==> config.mk <==
export PLATFORM = sky130hd
export DESIGN_NAME = multi_player_input_rx_flat
export DESIGN_NICKNAME = d
export VERILOG_FILES = /design/src/rtl/poker_pkg.sv /design/src/rtl/multi_player_input_rx_if.sv /design/src/rtl/input_timeout_ctr.sv /design/src/rtl/multi_player_input_rx.sv /design/src/flat_wrapper.sv
export SDC_FILE = /design/constraint.sdc
export NUM_CORES = 1
export LEC_CHECK = 0
export ABC_AREA = 1
export CORE_MARGIN = 4
export CORE_UTILIZATION = 34
export CTS_CLUSTER_SIZE = 12
export DETAILED_ROUTE_END_ITERATION = 10
export GPL_TIMING_DRIVEN = 0
export PLACE_DENSITY_LB_ADDON = 0.05
export RECOVER_POWER = 25
export SETUP_SLACK_MARGIN = 0.05
export SLEW_MARGIN = 15
export SYNTH_ARGS = -nofsm -noshare
export SYNTH_HDL_FRONTEND = slang
export SYNTH_SLANG_ARGS = --single-unit
==> constraint.sdc <==
create_clock -name clk -period 1.4 [get_ports clk]
set_clock_uncertainty 0.1 [all_clocks]
set_input_delay 0.21 -clock clk [delete_from_list [all_inputs] [get_ports clk]]
set_output_delay 0.21 -clock clk [all_outputs]
set_load 0.05 [all_outputs]
==> src/rtl/poker_pkg.sv <==
// Shared types and defaults for the poker player-input receiver.
// FSM state encoding, default field widths and the action code table.
package poker_pkg;

  localparam int DEFAULT_ACTION_W = 3;
  localparam int DEFAULT_MONEY_W  = 8;
  localparam int TIMEOUT_CNT_W    = 16;

  typedef enum logic [1:0] {
    IDLE      = 2'd0,
    REQUEST   = 2'd1,
    ACCEPT    = 2'd2,
    WAIT_DROP = 2'd3
  } rx_state_t;

  // Action codes carried in each player's ACTION_W slice (default width)
  typedef enum logic [2:0] {
    ACT_FOLD   = 3'd0,
    ACT_CHECK  = 3'd1,
    ACT_CALL   = 3'd2,
    ACT_RAISE  = 3'd3,
    ACT_ALL_IN = 3'd4
  } action_t;

endpackage

==> src/rtl/multi_player_input_rx_if.sv <==
// Bus bundle between the game controller and the per-player input channels.
// The slave modport is the receiver's view; master is the environment's view.
interface multi_player_input_rx_if
  import poker_pkg::*;
#(
  parameter int NUM_PLAYERS = 4,
  parameter int ACTION_W    = DEFAULT_ACTION_W,
  parameter int MONEY_W     = DEFAULT_MONEY_W
);
  localparam int SEL_W = $clog2(NUM_PLAYERS);

  logic                            get_player_input;
  logic [SEL_W-1:0]                player_sel;
  logic [NUM_PLAYERS*ACTION_W-1:0] players_input;
  logic [NUM_PLAYERS*MONEY_W-1:0]  players_money;
  logic [NUM_PLAYERS-1:0]          valid_input;
  logic [NUM_PLAYERS-1:0]          request_input;
  logic [NUM_PLAYERS-1:0]          accepted_input;
  logic [ACTION_W-1:0]             accepted_players_input;
  logic [MONEY_W-1:0]              accepted_players_money;
  logic [SEL_W-1:0]                accepted_player_id;
  logic                            done;
  logic                            timed_out;

  modport slave (
    input  get_player_input, player_sel, players_input, players_money, valid_input,
    output request_input, accepted_input, accepted_players_input,
           accepted_players_money, accepted_player_id, done, timed_out
  );

  modport master (
    output get_player_input, player_sel, players_input, players_money, valid_input,
    input  request_input, accepted_input, accepted_players_input,
           accepted_players_money, accepted_player_id, done, timed_out
  );

endinterface

==> src/rtl/input_timeout_ctr.sv <==
// REQUEST dwell counter: cleared on entry, counts each REQUEST cycle and
// flags the last permitted cycle so the FSM can abandon the request.
module input_timeout_ctr
  import poker_pkg::*;
#(
  parameter int TIMEOUT_CYC = 255
) (
  input  logic clk,
  input  logic rst,
  input  logic clear,
  input  logic en,
  output logic expire
);
  logic [TIMEOUT_CNT_W-1:0] cnt_q, cnt_d;

  always_comb begin
    cnt_d = cnt_q;
    if (clear) begin
      cnt_d = '0;
    end else if (en) begin
      cnt_d = cnt_q + 1'b1;
    end
  end

  always_ff @(posedge clk or posedge rst) begin
    if (rst) begin
      cnt_q <= '0;
    end else begin
      cnt_q <= cnt_d;
    end
  end

  // cnt_q counts completed REQUEST cycles, so TIMEOUT_CYC-1 marks the final one
  assign expire = en && (cnt_q == TIMEOUT_CNT_W'(TIMEOUT_CYC - 1));

endmodule

==> src/rtl/multi_player_input_rx.sv <==
// Requests one action/bet from a selected player and captures it on valid.
// Optional REQUEST timeout is enabled by defining INPUT_TIMEOUT_EN.
module multi_player_input_rx
  import poker_pkg::*;
#(
  parameter int NUM_PLAYERS = 4,
  parameter int ACTION_W    = DEFAULT_ACTION_W,
  parameter int MONEY_W     = DEFAULT_MONEY_W,
  parameter int TIMEOUT_CYC = 255
) (
  input logic                    clk,
  input logic                    rst,
  multi_player_input_rx_if.slave bus
);
  localparam int SEL_W = $clog2(NUM_PLAYERS);
  localparam logic [SEL_W:0] NUM_P = (SEL_W + 1)'(NUM_PLAYERS);

  if (NUM_PLAYERS < 2 || NUM_PLAYERS > 8 || TIMEOUT_CYC < 2 || TIMEOUT_CYC > 65535) begin : g_bad_param
    $error("multi_player_input_rx: parameter out of range");
  end

  rx_state_t           state_q, state_d;
  logic [SEL_W-1:0]    cur_sel_q, cur_sel_d;
  logic [ACTION_W-1:0] acc_action_q, acc_action_d;
  logic [MONEY_W-1:0]  acc_money_q, acc_money_d;
  logic [SEL_W-1:0]    acc_id_q, acc_id_d;
  logic                req_entry;
  logic                sel_valid;
  logic                timeout_hit;
  logic                tmo_expire;

  assign sel_valid = bus.valid_input[cur_sel_q];

  always_comb begin
    state_d      = state_q;
    cur_sel_d    = cur_sel_q;
    acc_action_d = acc_action_q;
    acc_money_d  = acc_money_q;
    acc_id_d     = acc_id_q;
    req_entry    = 1'b0;
    timeout_hit  = 1'b0;
    case (state_q)
      IDLE: begin
        if (bus.get_player_input && ({1'b0, bus.player_sel} < NUM_P)) begin
          req_entry = 1'b1;
          cur_sel_d = bus.player_sel;
          state_d   = REQUEST;
        end
      end
      REQUEST: begin
        // Capture takes priority over an expiring timeout on the same edge
        if (sel_valid) begin
          acc_action_d = bus.players_input[int'(cur_sel_q)*ACTION_W +: ACTION_W];
          acc_money_d  = bus.players_money[int'(cur_sel_q)*MONEY_W +: MONEY_W];
          acc_id_d     = cur_sel_q;
          state_d      = ACCEPT;
        end else if (tmo_expire) begin
          timeout_hit = 1'b1;
          state_d     = IDLE;
        end
      end
      ACCEPT:    state_d = sel_valid ? WAIT_DROP : IDLE;
      WAIT_DROP: if (!sel_valid) state_d = IDLE;
      default:   state_d = IDLE;
    endcase
  end

  always_ff @(posedge clk or posedge rst) begin
    if (rst) begin
      state_q      <= IDLE;
      cur_sel_q    <= '0;
      acc_action_q <= '0;
      acc_money_q  <= '0;
      acc_id_q     <= '0;
    end else begin
      state_q      <= state_d;
      cur_sel_q    <= cur_sel_d;
      acc_action_q <= acc_action_d;
      acc_money_q  <= acc_money_d;
      acc_id_q     <= acc_id_d;
    end
  end

`ifdef INPUT_TIMEOUT_EN
  logic timed_out_q, timed_out_d;

  input_timeout_ctr #(
    .TIMEOUT_CYC (TIMEOUT_CYC)
  ) u_timeout_ctr (
    .clk    (clk),
    .rst    (rst),
    .clear  (req_entry),
    .en     (state_q == REQUEST),
    .expire (tmo_expire)
  );

  always_comb begin
    timed_out_d = timeout_hit;
  end

  always_ff @(posedge clk or posedge rst) begin
    if (rst) begin
      timed_out_q <= 1'b0;
    end else begin
      timed_out_q <= timed_out_d;
    end
  end

  assign bus.timed_out = timed_out_q;
`else
  assign tmo_expire    = 1'b0;
  assign bus.timed_out = 1'b0;
`endif

  for (genvar gi = 0; gi < NUM_PLAYERS; gi++) begin : g_onehot
    assign bus.request_input[gi]  = (state_q == REQUEST) && (cur_sel_q == SEL_W'(gi));
    assign bus.accepted_input[gi] = ((state_q == ACCEPT) || (state_q == WAIT_DROP)) &&
                                    (cur_sel_q == SEL_W'(gi));
  end

  assign bus.done                   = (state_q == ACCEPT);
  assign bus.accepted_players_input = acc_action_q;
  assign bus.accepted_players_money = acc_money_q;
  assign bus.accepted_player_id     = acc_id_q;

  // Only consumed by the timeout counter when it is built in
  logic unused_ok;
  assign unused_ok = req_entry | timeout_hit;

endmodule
==> src/flat_wrapper.sv <==
// flat-port wrapper written by rule: the top's interface ports become plain ports
module multi_player_input_rx_flat import poker_pkg::*;
#(
  parameter int NUM_PLAYERS = 4,
  parameter int ACTION_W    = DEFAULT_ACTION_W,
  parameter int MONEY_W     = DEFAULT_MONEY_W,
  parameter int TIMEOUT_CYC = 255
)
  (clk, rst, bus_get_player_input, bus_player_sel, bus_players_input, bus_players_money, bus_valid_input, bus_request_input, bus_accepted_input, bus_accepted_players_input, bus_accepted_players_money, bus_accepted_player_id, bus_done, bus_timed_out);
  multi_player_input_rx_if #(.NUM_PLAYERS(NUM_PLAYERS), .ACTION_W(ACTION_W), .MONEY_W(MONEY_W)) bus_i ();
  input logic clk;
  input logic rst;
  input wire logic [$bits(bus_i.get_player_input)-1:0] bus_get_player_input;
  input wire logic [$bits(bus_i.player_sel)-1:0] bus_player_sel;
  input wire logic [$bits(bus_i.players_input)-1:0] bus_players_input;
  input wire logic [$bits(bus_i.players_money)-1:0] bus_players_money;
  input wire logic [$bits(bus_i.valid_input)-1:0] bus_valid_input;
  output wire logic [$bits(bus_i.request_input)-1:0] bus_request_input;
  output wire logic [$bits(bus_i.accepted_input)-1:0] bus_accepted_input;
  output wire logic [$bits(bus_i.accepted_players_input)-1:0] bus_accepted_players_input;
  output wire logic [$bits(bus_i.accepted_players_money)-1:0] bus_accepted_players_money;
  output wire logic [$bits(bus_i.accepted_player_id)-1:0] bus_accepted_player_id;
  output wire logic [$bits(bus_i.done)-1:0] bus_done;
  output wire logic [$bits(bus_i.timed_out)-1:0] bus_timed_out;
  assign bus_i.get_player_input = bus_get_player_input;
  assign bus_i.player_sel = bus_player_sel;
  assign bus_i.players_input = bus_players_input;
  assign bus_i.players_money = bus_players_money;
  assign bus_i.valid_input = bus_valid_input;
  assign bus_request_input = bus_i.request_input;
  assign bus_accepted_input = bus_i.accepted_input;
  assign bus_accepted_players_input = bus_i.accepted_players_input;
  assign bus_accepted_players_money = bus_i.accepted_players_money;
  assign bus_accepted_player_id = bus_i.accepted_player_id;
  assign bus_done = bus_i.done;
  assign bus_timed_out = bus_i.timed_out;
  multi_player_input_rx #(.NUM_PLAYERS(NUM_PLAYERS), .ACTION_W(ACTION_W), .MONEY_W(MONEY_W), .TIMEOUT_CYC(TIMEOUT_CYC)) u_core (.clk(clk), .rst(rst), .bus(bus_i));
endmodule
# Word-level counts from Yosys, hierarchy flattened
# Index checks and enable logic that the tools add are counted.
# W data, S select, Z words.
classes:
  multipliers: 1
  order_cmp: 1
  eq_ne: 9
  shift: 2
  n_mux: 7
  reduce_logical: 14
op_table:
  columns: ["op", "n"]
  rows:
  - ["$shiftx A12 B32 Y3", 1]
  - ["$shiftx A32 B6 Y8", 1]
  - ["$eq A2 B2 Y1 const B", 4]
  - ["$logic_and A1 B1 Y1", 8]
  - ["$mux W2", 4]
  - ["$pmux W2 S4", 1]
  - ["$eq A2 B1 Y1 const B", 2]
  - ["$logic_not A2 Y1", 2]
  - ["$mul A2 B2 Y4 const B", 1]
  - ["$ne A2 B2 Y1 const B", 2]
  - ["$reduce_and A2 Y1", 2]
  - ["$lt A2 B3 Y1 const B", 1]
  - ["$reduce_and A3 Y1", 1]
  - ["$bmux W1 S2", 1]
  - ["$ne A2 B1 Y1 const B", 1]
  - ["$logic_or A1 B1 Y1", 1]
  - ["$mux W1", 1]
word_totals:
  register_bits: 17
  output_inout_bits: 23
  elab_cells: 39

# Longest topological paths before layout
# Gate-level depths: netlist of run 1.
logic_depth:
  ltp_word: 4
  mapped_depth: 9

# Worst setup path after synthesis of run 1
# OpenSTA, ideal clock, no wires.
synth_path:
  path_type: "register -> output"
  startpoint: "register u_core.cur_sel_q[1]"
  endpoint: "output bus_request_input[1]"
  arrival_time_ns: 1.542
  t_required_ns: 1.090
  setup_slack_ns: -0.452
  path_stages_with_launch: 6
  path_cell_list: "dfrtp_1 > buf_4 > inv_1 > buf_4 > nand2_1 > nor2_1"
synth_via:
  elab_chain_cells: 2
synth_rtl:
  columns: ["element", "line", "source"]
  rows:
  - ["start: declaration", "multi_player_input_rx.sv:23", "logic [SEL_W-1:0] cur_sel_q, cur_sel_d;"]
  - ["start signal: assignment", "multi_player_input_rx.sv:77", "cur_sel_q <= cur_sel_d;"]
  - ["$eq A2 B1 Y1", "multi_player_input_rx.sv:116", "assign bus.request_input[gi] = (state_q == REQUEST) && (cur_sel_q == SEL_W'(gi));"]
  - ["$logic_and A1 B1 Y1", "multi_player_input_rx.sv:116", null]
  - ["end: declaration", "flat_wrapper.sv:18", "output wire logic [$bits(bus_i.request_input)-1:0] bus_request_input;"]
# No other way between the ends.

# Worst setup path in the final report of run 1
layout_path:
  startpoint: "register u_core.cur_sel_q[0]"
  endpoint: "output bus_request_input[0]"
layout_via:
  elab_chain_cells: 2
layout_rtl:
  columns: ["element", "line"]
  rows:
  - ["$logic_not A2 Y1", "multi_player_input_rx.sv:116"]
  - ["$logic_and A1 B1 Y1", "multi_player_input_rx.sv:116"]
# No other way between the ends.

==> results of run 1 <==
## cells by family after synthesis
| family | count (synthesis) |
|---|---|
| AND/OR/NAND/NOR | 169 |
| buffers and inverters | 19 |
| flip-flops | 17 |
| AO/OA/AOI/OAI | 3 |
| other | 1 |
## worst paths after layout
kind / start / endpoint / slack, ns / cells after the start
setup / recovery: u_core.cur_sel_q[0]$_DFFE_PP0P_ / bus_request_input[0] / -0.19 / 6
hold / removal: rst / u_core.bus.accepted_players_money[3]$_DFFE_PP0P_ / 0.38 / 2
setup reg to reg: u_core.cur_sel_q[0]$_DFFE_PP0P_ / u_core.bus.accepted_players_input[2]$_DFFE_PP0P_ / -0.05 / 9
hold reg to reg: u_core.bus.accepted_players_money[4]$_DFFE_PP0P_ / u_core.bus.accepted_players_money[4]$_DFFE_PP0P_ / 0.38 / 2
max in group asynchronous: rst / u_core.state_q[1]$_DFFE_PP0P_ / 0.37 / 2
min in group clk: u_core.bus.accepted_players_money[4]$_DFFE_PP0P_ / u_core.bus.accepted_players_money[4]$_DFFE_PP0P_ / 0.38 / 2
## flip-flops by register name (all words and copies together), names as in the netlist
name,count
u_core.bus.accepted_players_money,8
u_core.bus.accepted_players_input,3
u_core.state_q,2
u_core.cur_sel_q,2
u_core.bus.accepted_player_id,2
## synth_stat cells
cell,count
sky130_fd_sc_hd__nand2_1,133
sky130_fd_sc_hd__dfrtp_1,17
sky130_fd_sc_hd__nand3_1,15
sky130_fd_sc_hd__nor2_1,13
sky130_fd_sc_hd__buf_2,6
sky130_fd_sc_hd__inv_1,6
sky130_fd_sc_hd__a21oi_1,3
sky130_fd_sc_hd__buf_4,3
sky130_fd_sc_hd__buf_6,3
sky130_fd_sc_hd__nand2_2,3
sky130_fd_sc_hd__nand2_4,3
sky130_fd_sc_hd__conb_1,1
sky130_fd_sc_hd__inv_2,1
sky130_fd_sc_hd__nand2_8,1
sky130_fd_sc_hd__nor2_4,1
## power groups by stage
stage | Combinational [uW] | Clock, uW | Sequential [uW]
final | 4510 | 373 | 899
after global routing | 4870 | 398 | 916
after CTS | 4360 | 368 | 874
after detailed placement | 3590 | 0 | 865
after global placement | 3560 | 0 | 849
after floorplan | 2050 | 0 | 1420
## metrics by stage
step	instance area, um^2	worst slack [ns]	power, uW	util, %	instances
floorplan	1370	0.0391	3470	-	209
global placement	2170	-0.656	4410	62.6	329
finish	2580	-0.186	5780	74.4	356
global route	2580	-0.227	6180	74.4	356
detailed placement	2170	-0.668	4460	62.6	329
CTS	2530	-0.179	5600	72.8	355
## layer usage
metal | vias up | track usage (%) | wire [um] | share of wire, %
li1 | 830 | - | - | -
met1 | 700 | 21.4 | 1640 | 38
met2 | 51 | 35.0 | 2270 | 53
met3 | 7 | 4.21 | 306 | 7.1
met4 | 0 | 5.60 | 83 | 1.9
met5 | - | 0 | 0 | 0
## final cells by class
cell class                      instances  area [um^2]  area share (%)
Tap cell                               46         57.6            2.23
Multi-Input combinational cell        173          907            35.2
Sequential cell                        17          427            16.5
Inverter                                7         37.5            1.45
Buffer                                 12          130            5.04
Clock buffer                            4         45.0            1.75
Timing Repair Buffer                   97          976            37.8
## timing repair
action,4_1_cts,5_1_grt
pin swaps,7,8
setup buffers,20,1
resized for setup,135,30
setup endpoints to repair,33,27
gates cloned,2,0
## critical path, cell delays in order, from the launching register on
cell and delay (ns):
sky130_fd_sc_hd__dfrtp_1 0.40, sky130_fd_sc_hd__buf_6 0.13, sky130_fd_sc_hd__buf_8 0.12, sky130_fd_sc_hd__nor2_4 0.07, sky130_fd_sc_hd__inv_2 0.06, sky130_fd_sc_hd__nor2_4 0.07
sky130_fd_sc_hd__buf_6 0.15
==> impl_metrics.json, run 1 <==
{
  "final_period_demand_of_the_worst_path_ns": 1.59,
  "number_of_detailed_routing_iterations_run_before_antenna_repair": 4,
  "fillCellCount": 285,
  "final.setup.worst_slack_ns": -0.186,
  "detailedPlacementHpwl_mm": 3.16,
  "netlist-cell-type-count": 15,
  "finalWeightedCongestion": 0.817,
  "yosys.area_share.adder_pct": 0,
  "synth_xor_area_share_pct": 0,
  "ctsRootBufferMaster": "sky130_fd_sc_hd__clkbuf_8",
  "share_comb_of_total_power_pct": 78.0,
  "clock_power_share_pct": 6.4,
  "post_synth_instance_area_mm2": 0.00126,
  "die_h_um": 69.0,
  "critPathArrivalTime_ns": 1.28,
  "hp-class": "input pin to asynchronous set/reset pin",
  "clk_latency_ns": 0.26,
  "initial_utilization_pct": 36.4,
  "synthToLayoutAreaGrowth_pct": 104,
  "post_synth_and_or_nand_nor_area_fraction_pct": 55.9,
  "setup_total_negative_slack_ns": -1.74,
  "grt_start_max_net_pins": 18,
  "max_freq_ghz": 0.631,
  "final_antenna_net_count": 0,
  "final_net_count": 364,
  "ant_diodes": 0,
  "final.hold.worst_slack_ns": 0.376,
  "setup-violations-final": 23,
  "drc_viols": 0,
  "netlist.area_leader.share_pct": 39.5,
  "detailedRoute.firstIterationViolations": 74,
  "netlist.top_cell.by_area": "sky130_fd_sc_hd__nand2_1",
  "power.ir.vdd_worst_mv": 1.43,
  "synth.mux.area_fraction_pct": 0,
  "synth_area_leaders": "sky130_fd_sc_hd__nand2_1 (40%), sky130_fd_sc_hd__dfrtp_1 (34%), sky130_fd_sc_hd__nand3_1 (5.9%), sky130_fd_sc_hd__nor2_1 (3.9%), sky130_fd_sc_hd__buf_6 (2.7%)",
  "cts.sink_count": 17,
  "cts_hold_buffers": 0,
  "h-tree-depth": 1,
  "routed_via_density": 4.46,
  "final-hold-violation-count": 0,
  "totalWireLength_mm": 4.30,
  "setup_repair_after_global_routing_missed_its_margin": "true",
  "commonest_non_fill_non_tap_cell_in_the_layout": "sky130_fd_sc_hd__nand2_1",
  "tritoncts": "yes",
  "gr-total-overflow": 0,
  "synthesis.area_per_instance_um2": 6.05,
  "clk_transition_reported_paths_ns": 0.06,
  "syn_inst": 209,
  "cp_data_required_time_ns": 1.09,
  "worst_setup_path_start_kind": "flip-flop",
  "gr-usage-all-layers_pct": 18.9,
  "critical_path.endpoint_type": "output port",
  "leakage_uw": 0.00129,
  "wl_per_cell_um": 12.1,
  "die-area_mm2": 0.00476,
  "synth_top_family_by_area": "simple AND/OR/NAND/NOR gates",
  "final_max_slew_viol_count": 0,
  "vias": 1588,
  "synth_compound_gate_area_share_pct": 1.19,
  "cap_viol_max_count": 0,
  "yosys_warnings": 0,
  "outcome": "complete, but fails checks",
  "synth-seq-cells": 17,
  "core_region_area_mm2": 0.00347,
  "setup.worst_path.class": "flip-flop to output port",
  "grt_antenna_before_repair": 0,
  "switching_share_pct": 51.9,
  "post-route-period-util_pct": 113,
  "seq_power_share_pct": 15.6,
  "total_switching_power_uw": 3000,
  "most_frequent_cells_in_the_layout": "sky130_fd_sc_hd__nand2_1 (108), sky130_fd_sc_hd__clkdlybuf4s50_1 (51), sky130_fd_sc_hd__nand2_2 (24)",
  "row_count": 21,
  "first_pass_grt_wire_length_mm": 6.57,
  "violations_in_the_final_reports": "setup timing",
  "powerDensity_mw_per_mm2": 2240,
  "die_span_x_um": 69.0,
  "via_count_of_the_first_global_routing_pass": 1470,
  "io_pins": 76,
  "port_buffers": 74,
  "critPathMaxFanout": 5,
  "synth_seq_area_share_pct": 33.7,
  "cts_buffers": 3,
  "mappedNetlistNets": 262,
  "ctsLongestPathBuffers": 2,
  "cellInternalPower_uw": 2780,
  "slew-limit-headroom_pct": 57.6,
  "max_slew.worst_pin.slew_ns": 0.635,
  "final_layout_size_suffix_gt1_share_pct": 36.1
}
(Power assumes the default switching activity.)
==> run 2, diff against run 1 <==
--- a/config.mk
+++ b/config.mk
@@ -6,7 +6,6 @@
 export NUM_CORES = 1
 export LEC_CHECK = 0
 export ABC_AREA = 1
-export CORE_MARGIN = 4
 export CORE_UTILIZATION = 34
 export CTS_CLUSTER_SIZE = 12
 export DETAILED_ROUTE_END_ITERATION = 10
==> constraint.sdc (replaced) <==
create_clock -name clk -period 1.4 [get_ports clk]
set_clock_uncertainty 0.1 [all_clocks]
set_input_delay 0.28 -clock clk [delete_from_list [all_inputs] [get_ports clk]]
set_output_delay 0.28 -clock clk [all_outputs]
set_load 0.05 [all_outputs]
==> impl_metrics.json, run 2 (synthesized netlist as in run 1, its figures left out) <==
{
  "outcome": "complete, but fails checks",
  "violations_in_the_final_reports": "setup timing",
  "gr-total-overflow": 0,
  "final-hold-violation-count": 0,
  "ctsRootBufferMaster": "sky130_fd_sc_hd__clkbuf_8",
  "slew-limit-headroom_pct": 59.0,
  "gr-usage-all-layers_pct": 22.7,
  "setup-violations-final": 19,
  "row_count": 21,
  "die_h_um": 63.0,
  "placed_cell_area_mm2": 0.00218,
  "initial_utilization_pct": 36.7,
  "final_antenna_net_count": 0,
  "crit_path_start": "u_core.state_q[1]$_DFFE_PP0P_",
  "commonest_non_fill_non_tap_cell_in_the_layout": "sky130_fd_sc_hd__nand2_1",
  "totalWireLength_mm": 4.17,
  "most_frequent_cells_in_the_layout": "sky130_fd_sc_hd__nand2_1 (116), sky130_fd_sc_hd__clkdlybuf4s50_1 (51), sky130_fd_sc_hd__buf_4 (20)",
  "finalCoreUtilization_pct": 71.8,
  "critical_path.endpoint_type": "output port",
  "ant_diodes": 0,
  "clk_latency_ns": 0.24,
  "place_worst_setup_slack_ns": -0.783,
  "synthToLayoutAreaGrowth_pct": 95.6,
  "setup_repair_after_global_routing_missed_its_margin": "true",
  "critPathMaxFanout": 4,
  "max_freq_ghz": 0.583,
  "number_of_detailed_routing_iterations_run_before_antenna_repair": 4,
  "cts.sink_count": 17,
  "powerDensity_mw_per_mm2": 2260,
  "detailedRoute.firstIterationViolations": 26,
  "detailedPlacementHpwl_mm": 2.92,
  "layout.cell_area.non_filler_mm2": 0.00247,
  "port_buffers": 74,
  "clk_transition_reported_paths_ns": 0.06,
  "routed_via_density": 4.54,
  "die-area_mm2": 0.00396,
  "tritoncts": "yes",
  "final.hold.worst_slack_ns": 0.374,
  "wl_per_cell_um": 11.8,
  "hold_path_startpoint": "u_core.bus.accepted_players_input[1]$_DFFE_PP0P_",
  "worst_setup_path_start_kind": "flip-flop",
  "io_pins": 76,
  "via_count_of_the_first_global_routing_pass": 1598,
  "cap_viol_max_count": 0,
  "drc_viols": 0,
  "vias": 1601,
  "post-route-period-util_pct": 122,
  "final_net_count": 361,
  "cp_data_required_time_ns": 1.02,
  "critPathArrivalTime_ns": 1.33,
  "final_layout_size_suffix_gt1_share_pct": 34.9,
  "finalWeightedCongestion": 0.744,
  "final.setup.worst_slack_ns": -0.315,
  "core_region_area_mm2": 0.00344,
  "final_max_slew_viol_count": 0,
  "h-tree-depth": 1,
  "setup.worst_path.class": "flip-flop to output port",
  "leakage_uw": 0.00127,
  "die_span_x_um": 63.0,
  "grt_antenna_before_repair": 0,
  "power.ir.vdd_worst_mv": 1.25,
  "cts_buffers": 3,
  "ff_latch_area_um2": 427,
  "largest_register_ffs": 8,
  "max_slew.worst_pin.slew_ns": 0.614,
  "post-layout-total-power_uw": 5580,
  "grt_start_max_net_pins": 18,
  "fillCellCount": 291,
  "final_period_demand_of_the_worst_path_ns": 1.71,
  "ctsLongestPathBuffers": 2,
  "hp-class": "flip-flop to flip-flop",
  "rr_startpoint": "u_core.cur_sel_q[0]$_DFFE_PP0P_",
  "multi_input_comb_area_um2": 907,
  "first_pass_grt_wire_length_mm": 7.09
}
## run 2: cell type report
type | count | area share [%]
multi-input cells | 173 | 36.7
repair buffers | 94 | 34.9
flip-flops and latches | 17 | 17.3
plain buffers | 12 | 5.67
well taps | 46 | 2.33
clock buffers | 4 | 1.82
inverters | 7 | 1.32
## run 2: metrics by stage
stage	instances	TNS, ns
finish	353	-2.38
global route	353	-4.01
CTS	347	-2.51
detailed placement	329	-9.60
global placement	329	-9.31
floorplan	209	-0.429
## run 2: final timing paths
path,to,slack (ns),depth (start not counted)
worst max-delay path,bus_request_input[0],-0.31,4
worst min-delay path,u_core.bus.accepted_players_input[1]$_DFFE_PP0P_,0.37,2
worst max register to register,u_core.bus.accepted_players_input[2]$_DFFE_PP0P_,-0.01,10
worst min register to register,u_core.bus.accepted_players_input[1]$_DFFE_PP0P_,0.37,2
max in group asynchronous,u_core.state_q[1]$_DFFE_PP0P_,0.31,2
min in group asynchronous,u_core.bus.accepted_players_input[2]$_DFFE_PP0P_,0.46,2
## run 2: worst max-delay path, stage by stage, from the launching register on
cell                         delay, ns
sky130_fd_sc_hd__dfrtp_2          0.44
sky130_fd_sc_hd__nor2_4           0.12
sky130_fd_sc_hd__clkinvlp_4       0.21
sky130_fd_sc_hd__nor2_4           0.17
sky130_fd_sc_hd__buf_8            0.15
## run 2: per-layer routing
metal	global-route usage, %	share of wire (%)	up-vias
li1	-	-	832
met1	25.4	41	723
met2	44.0	53	42
met3	5.29	4.6	4
met4	2.62	0.70	0
met5	0	0	-
## run 2: where the power goes
group	switching (uW)	total (uW)	internal, uW
clock	154	355	201
combinational	2670	4360	1680
sequential	148	867	719
total	2980	5580	2600
## run 2: repair_timing
action                     CTS  global route
hold buffers                 0             0
resized for setup          157            17
setup endpoints to repair   32            24
pin swaps                    9             5
gates cloned                 2             0
setup buffers               12             7
==> run 3, diff against run 2 <==
--- a/config.mk
+++ b/config.mk
@@ -6,7 +6,7 @@
 export NUM_CORES = 1
 export LEC_CHECK = 0
 export ABC_AREA = 1
-export CORE_UTILIZATION = 34
+export CORE_UTILIZATION = 33
 export CTS_CLUSTER_SIZE = 12
 export DETAILED_ROUTE_END_ITERATION = 10
 export GPL_TIMING_DRIVEN = 0
@@ -16,4 +16,5 @@
 export SLEW_MARGIN = 15
 export SYNTH_ARGS = -nofsm -noshare
 export SYNTH_HDL_FRONTEND = slang
+export SYNTH_HIERARCHICAL = 1
 export SYNTH_SLANG_ARGS = --single-unit
==> impl_metrics.json, run 3 <==
{
  "outcome": "complete, but fails checks",
  "violations_in_the_final_reports": "setup timing",
  "ys_async_sr_fraction_pct": 100,
  "ctsLongestPathBuffers": 2,
  "worstPathCellList": "nor2_4, clkinvlp_4, nor2_4, buf_6",
  "final.setup.worst_slack_ns": -0.319,
  "max_freq_ghz": 0.582,
  "ant_diodes": 0,
  "yosys.area_share.adder_pct": 0,
  "synth-seq-cells": 17,
  "routed_via_density": 4.45,
  "rr_startpoint": "u_core/cur_sel_q[0]$_DFFE_PP0P_",
  "critPathMaxFanout": 4,
  "setup.reg_to_reg.worst_slack_ns": -0.11,
  "post-route-period-util_pct": 123,
  "port_buffers": 74,
  "row_count": 21,
  "clock_power_share_pct": 6.5,
  "core_region_area_mm2": 0.00347,
  "final_period_demand_of_the_worst_path_ns": 1.72,
  "grt_util_met2_pct": 36.8,
  "cts_hold_buffers": 0,
  "place_worst_setup_slack_ns": -0.775,
  "io_pins": 76,
  "synth_xor_area_share_pct": 0,
  "cp_data_required_time_ns": 1.02,
  "fillCellCount": 284,
  "most_frequent_cells_in_the_layout": "sky130_fd_sc_hd__nand2_1 (108), sky130_fd_sc_hd__clkdlybuf4s50_1 (51), sky130_fd_sc_hd__nand2_2 (23)",
  "worst_setup_path_start_kind": "flip-flop",
  "switching_share_pct": 52.5,
  "most_frequently_used_cell_type_in_the_post_synthesis_netlist": "sky130_fd_sc_hd__nand2_1",
  "setup.worst_path.class": "flip-flop to output port",
  "grt.busiest_layer": "met2",
  "clk_transition_reported_paths_ns": 0.07,
  "synthToLayoutAreaGrowth_pct": 104,
  "final.hold.worst_slack_ns": 0.379,
  "reg2reg_depth": 10,
  "powerDensity_mw_per_mm2": 2270,
  "final_max_slew_viol_count": 0,
  "clk_latency_ns": 0.25,
  "via_count_of_the_first_global_routing_pass": 1490,
  "netlist-cell-type-count": 14,
  "synthesis.area_per_instance_um2": 5.94,
  "yosys_warnings": 6,
  "synth_compound_gate_area_share_pct": 1.21,
  "slew-limit-headroom_pct": 57.0,
  "gr-usage-all-layers_pct": 20.0,
  "final-hold-violation-count": 0,
  "power.ir.vdd_worst_mv": 1.12,
  "die-area_mm2": 0.00401,
  "ctsRootBufferMaster": "sky130_fd_sc_hd__clkbuf_8",
  "whs_path_depth": 2,
  "mappedNetlistNets": 262,
  "final-instance-count-excl-fill": 357,
  "setup_repair_after_global_routing_missed_its_margin": "true",
  "seq_power_share_pct": 15.4,
  "h-tree-depth": 1,
  "timing.critical_path.max_delay_family": "flip-flops",
  "final_layout_size_suffix_gt1_share_pct": 37.0,
  "critPathArrivalTime_ns": 1.34,
  "die_span_x_um": 63.4,
  "placed_cell_area_mm2": 0.00217,
  "critical_path.n_buffers_inverters": 2,
  "hold_path_startpoint": "u_core/bus.accepted_players_input[1]$_DFFE_PP0P_",
  "final_antenna_net_count": 0,
  "number_of_detailed_routing_iterations_run_before_antenna_repair": 4,
  "max_slew.worst_pin.slew_ns": 0.644,
  "post-layout-total-power_uw": 5730,
  "synth_area_leaders": "sky130_fd_sc_hd__nand2_1 (40%), sky130_fd_sc_hd__dfrtp_1 (34%), sky130_fd_sc_hd__nand3_1 (6.0%), sky130_fd_sc_hd__nor2_1 (3.9%), sky130_fd_sc_hd__buf_2 (2.8%)",
  "drc_viols": 0,
  "cts_buffers": 3,
  "wl_per_cell_um": 11.8,
  "setup-violations-final": 22,
  "finalWeightedCongestion": 0.792,
  "first_pass_grt_wire_length_mm": 6.29,
  "share_comb_of_total_power_pct": 78.1,
  "detailedRoute.firstIterationViolations": 40,
  "synth.mux.area_fraction_pct": 0,
  "hp-class": "flip-flop to flip-flop",
  "slowest_cell_on_crit_path": "sky130_fd_sc_hd__dfrtp_2",
  "crit_path_frequent_cell": "sky130_fd_sc_hd__nor2_4",
  "grt_start_max_net_pins": 18,
  "synth_seq_area_share_pct": 34.2,
  "syn_inst": 209,
  "cap_viol_max_count": 0,
  "hold_end": "u_core/bus.accepted_players_input[1]$_DFFE_PP0P_",
  "synth-edff-count": 0,
  "placed_cells": 329,
  "final_net_count": 365,
  "synth.top_cells.by_count": "sky130_fd_sc_hd__nand2_1 (133), sky130_fd_sc_hd__dfrtp_1 (17), sky130_fd_sc_hd__nand3_1 (15)",
  "leakage_uw": 0.00130,
  "netlist.top_cell.by_area": "sky130_fd_sc_hd__nand2_1",
  "vias": 1588,
  "cellInternalPower_uw": 2720,
  "layout.cell_area.non_filler_mm2": 0.00253,
  "grt_antenna_before_repair": 0,
  "commonest_non_fill_non_tap_cell_in_the_layout": "sky130_fd_sc_hd__nand2_1",
  "post_synth_and_or_nand_nor_area_fraction_pct": 55.4,
  "cts.sink_count": 17,
  "post_synth_instance_area_mm2": 0.00124,
  "gr-total-overflow": 0,
  "tritoncts": "yes",
  "synth_top_family_by_area": "simple AND/OR/NAND/NOR gates",
  "met3_usage_pct": 4.35,
  "totalWireLength_mm": 4.20,
  "cpPeakStageDelay_ns": 0.43,
  "detailedPlacementHpwl_mm": 2.81,
  "initial_utilization_pct": 35.8,
  "groute.layer.met1.usage_pct": 22.5,
  "total_switching_power_uw": 3010,
  "r2r_end": "u_core/bus.accepted_players_money[7]$_DFFE_PP0P_",
  "netlist.area_leader.share_pct": 40.2,
  "most_frequently_used_flop_master_after_synthesis": "sky130_fd_sc_hd__dfrtp_1",
  "largest_register_ffs": 8,
  "critical_path.endpoint_type": "output port",
  "die_h_um": 63.4
}
-- run 3: cell counts after synthesis --
Identical to the previous run, type by type.
-- run 3: area by class of cell --
class                           count  area, um^2  share of cell area [%]
Timing Repair Buffer               98         917                    36.3
Clock buffer                        4        45.0                    1.78
Multi-Input combinational cell    173         900                    35.6
Tap cell                           46        57.6                    2.27
Sequential cell                    17         427                    16.9
Inverter                            7        38.8                    1.53
Buffer                             12         145                    5.74
-- run 3: repair_timing --
item / CTS / global route
endpoints found under the hold margin: 0 / 0
pin swaps: 7 / 8
buffers inserted: 11 / 11
resized for setup: 138 / 39
endpoints found under the setup margin: 32 / 24
gates cloned: 0 / 2
-- run 3: kinds of logic after synthesis --
kind of cell,Yosys count
other,1
flip-flops,17
AND/OR/NAND/NOR,169
buffers and inverters,19
AO/OA/AOI/OAI,3
-- run 3: power groups by stage --
stage	combinational, uW	clock, uW	sequential [uW]
after floorplan	2050	0	1410
final	4480	372	882
after detailed placement	3570	0	853
after global routing	4820	397	908
after CTS	3850	374	841
after global placement	3560	0	846
-- run 3: worst max path at each step --
stage | from | cells past startpoint | slack [ns] | endpoint
floorplan | u_core/state_q[1]$_DFFE_PP0P_ | 3 | -0.09 | bus_request_input[0]
global route | u_core/state_q[1]$_DFFE_PP0P_ | 4 | -0.39 | bus_request_input[0]
detailed placement | u_core/state_q[1]$_DFFE_PP0P_ | 4 | -0.78 | bus_request_input[2]
CTS | u_core/state_q[1]$_DFFE_PP0P_ | 4 | -0.31 | bus_request_input[2]
finish | u_core/state_q[1]$_DFFE_PP0P_ | 4 | -0.32 | bus_request_input[0]
global placement | u_core/state_q[1]$_DFFE_PP0P_ | 4 | -0.77 | bus_request_input[2]
-- run 3: metal layers --
metal	up-vias	wire length [um]
met5	-	0
met4	0	61
met3	6	203
met2	53	2150
met1	691	1790
li1	838	-
-- run 3: stage by stage --
step	utilization, %	setup TNS (ns)
5_1_grt	72.9	-5.08
3_3_place_gp	62.6	-9.46
3_5_place_dp	62.6	-9.53
2_1_floorplan	-	-0.420
4_1_cts	66.6	-2.52
6_report	72.9	-3.46
-- run 3: worst reg2reg max path, delay by kind of cell, from the launching register on --
| kind | cells | cell delay (ns) |
|---|---|---|
| buffers and inverters | 3 | 0.43 |
| and+or+nand+nor | 7 | 0.52 |
| DFF | 1 | 0.38 |
==> RTL change, RTL diff (settings of run 1) <==
`NUM_PLAYERS` is set to 4 in 3 places; all go to 2.
--- a/src/rtl/multi_player_input_rx_if.sv
+++ b/src/rtl/multi_player_input_rx_if.sv
@@ -5,3 +5,3 @@
 #(
-  parameter int NUM_PLAYERS = 4,
+  parameter int NUM_PLAYERS = 2,
   parameter int ACTION_W    = DEFAULT_ACTION_W,
--- a/src/rtl/multi_player_input_rx.sv
+++ b/src/rtl/multi_player_input_rx.sv
@@ -5,3 +5,3 @@
 #(
-  parameter int NUM_PLAYERS = 4,
+  parameter int NUM_PLAYERS = 2,
   parameter int ACTION_W    = DEFAULT_ACTION_W,
--- a/src/flat_wrapper.sv
+++ b/src/flat_wrapper.sv
@@ -3,3 +3,3 @@
 #(
-  parameter int NUM_PLAYERS = 4,
+  parameter int NUM_PLAYERS = 2,
   parameter int ACTION_W    = DEFAULT_ACTION_W,
Interface: changed (7 resized); port bits go from 76 to 46. No check against the original RTL was run, so the function may have changed too.
==> RTL change against run 1 <==
- the flow still finishes with violations (setup timing)
- power shrank 25%
- setup slack improved by 86 ps
- sequential power shrank 8.9%
- final area is 33% lower
- sequential cell count fell by 2
- wire length shrank 28%
- count of clock-buffer cells in the layout stayed put
- final cell count is 39% lower
- hold slack lost 35 ps
- via count fell by 36%
- clock power is 33% lower
- area after synthesis is 33% lower
- register-to-register slack better by 50 ps
- critical path type unchanged
- critical endpoint is now bus_accepted_input[0]
==> RTL change: results (changes against run 1) <==
* Synth cell types at 14 (-1)
* Metal2 WL at 1636 um (-28%)
* Gp weighted congestion at 0.7684 (-5.9%)
* Net Sw Frac at 51.57% (-0.34 points)
* First-pass GRT wire length at 4257 um (-35%)
* Clock transition at the registers of the reported paths at 90 ps (+30 ps)
* Top cells by count, synth: 64 x nand2_1, 15 x dfrtp_1, 14 x nand3_1
* Met1 GRT Util at 18.47% (-2.9 points)
* Met3 routed WL at 182 um (-41%)
* Cell total after placement at 189 (-43%)
* Synth area leader: dfrtp_1
* Post-CTS sizing at 85 (-37%)
* Vias in the first global route at 963 (-34%)
* Worst setup margin at -99.19 ps (+86.39 ps)
* Gr usage total at 16.26% (-2.6 points)
* Vias per cell at 4.676 (+4.8%)
* Layout cells sized above 1 at 46.81% (+11 points)
* Root Buffer Master: clkbuf_4
* DRT Wirelength at 3105 um (-28%)
* # fillers at 183 (-36%)
* Fin Setup TNS at -377.5 ps (+1363 ps)
* GR Layer Usage met2 at 29.84% (-5.2 points)
* Nets at 217 (-40%)
* Wire per inst at 14.38 um (+19%)
* Largest stage delay, worst path at 380 ps (-20 ps)
* Clock latency on the worst-skew pair at 280 ps (+20 ps)
* WL met1 at 1233 um (-25%)
* IO buf count at 44 (-41%)
* GR Util met3 at 3.341% (-0.87 points)
* Top post-synthesis cells by area: dfrtp_1 44%, nand2_1 28%, nand3_1 8.2%
* Syn nets at 145 (-45%)
* Final Setup Violations at 5 (-78%)
* Failing checks: setup timing
* Post-DP HPWL at 1731 um (-45%)
* Run status: finished with violations
RTL change: cell count changes in the layout (fill, tap and decap cells not counted), sizes merged, moves of 2 or more:
cell and change:
nor2 -8, clkdlybuf4s50 -25, a21oi -2, dfrtp -2
clkbuf +2, nand2 -72, clkdlybuf4s18 -3, buf -3
clkdlybuf4s15 -6
RTL change: worst paths after layout:
path | slack, ps | to | depth (start not counted) | startpoint
worst max-delay path | -100 | bus_accepted_input[0] | 4 | u_core.cur_sel_q$_DFFE_PP0P_
min in group clk | 380 | u_core.bus.accepted_players_input[2]$_DFFE_PP0P_ | 2 | u_core.bus.accepted_players_input[2]$_DFFE_PP0P_
worst max register to register | 0 | u_core.bus.accepted_players_money[6]$_DFFE_PP0P_ | 9 | u_core.cur_sel_q$_DFFE_PP0P_
worst min-delay path | 340 | u_core.bus.accepted_players_input[1]$_DFFE_PP0P_ | 2 | rst
worst min register to register | 380 | u_core.bus.accepted_players_input[2]$_DFFE_PP0P_ | 2 | u_core.bus.accepted_players_input[2]$_DFFE_PP0P_
max in group asynchronous | 420 | u_core.state_q[0]$_DFFE_PP0P_ | 2 | rst
RTL change: cell type report:
cell class,count,area [um2],share of cell area (%)
timing repair buffer,67,626.9,36.41
multi-input combinational,90,539.3,31.32
sequential,15,377.9,21.95
buffer,7,90.09,5.233
tap,28,35.03,2.035
clock buffer,4,26.28,1.526
inverter,5,26.28,1.526
RTL change: power groups by stage:
| stage | Clock (uW) | Combinational, uW | Sequential (uW) |
|---|---|---|---|
| final | 251 | 3280 | 819 |
| after CTS | 258 | 2700 | 761 |
| after global placement | 0 | 2300 | 758 |
| after detailed placement | 0 | 2320 | 766 |
| after floorplan | 0 | 1080 | 1300 |
| after global routing | 286 | 3460 | 841 |
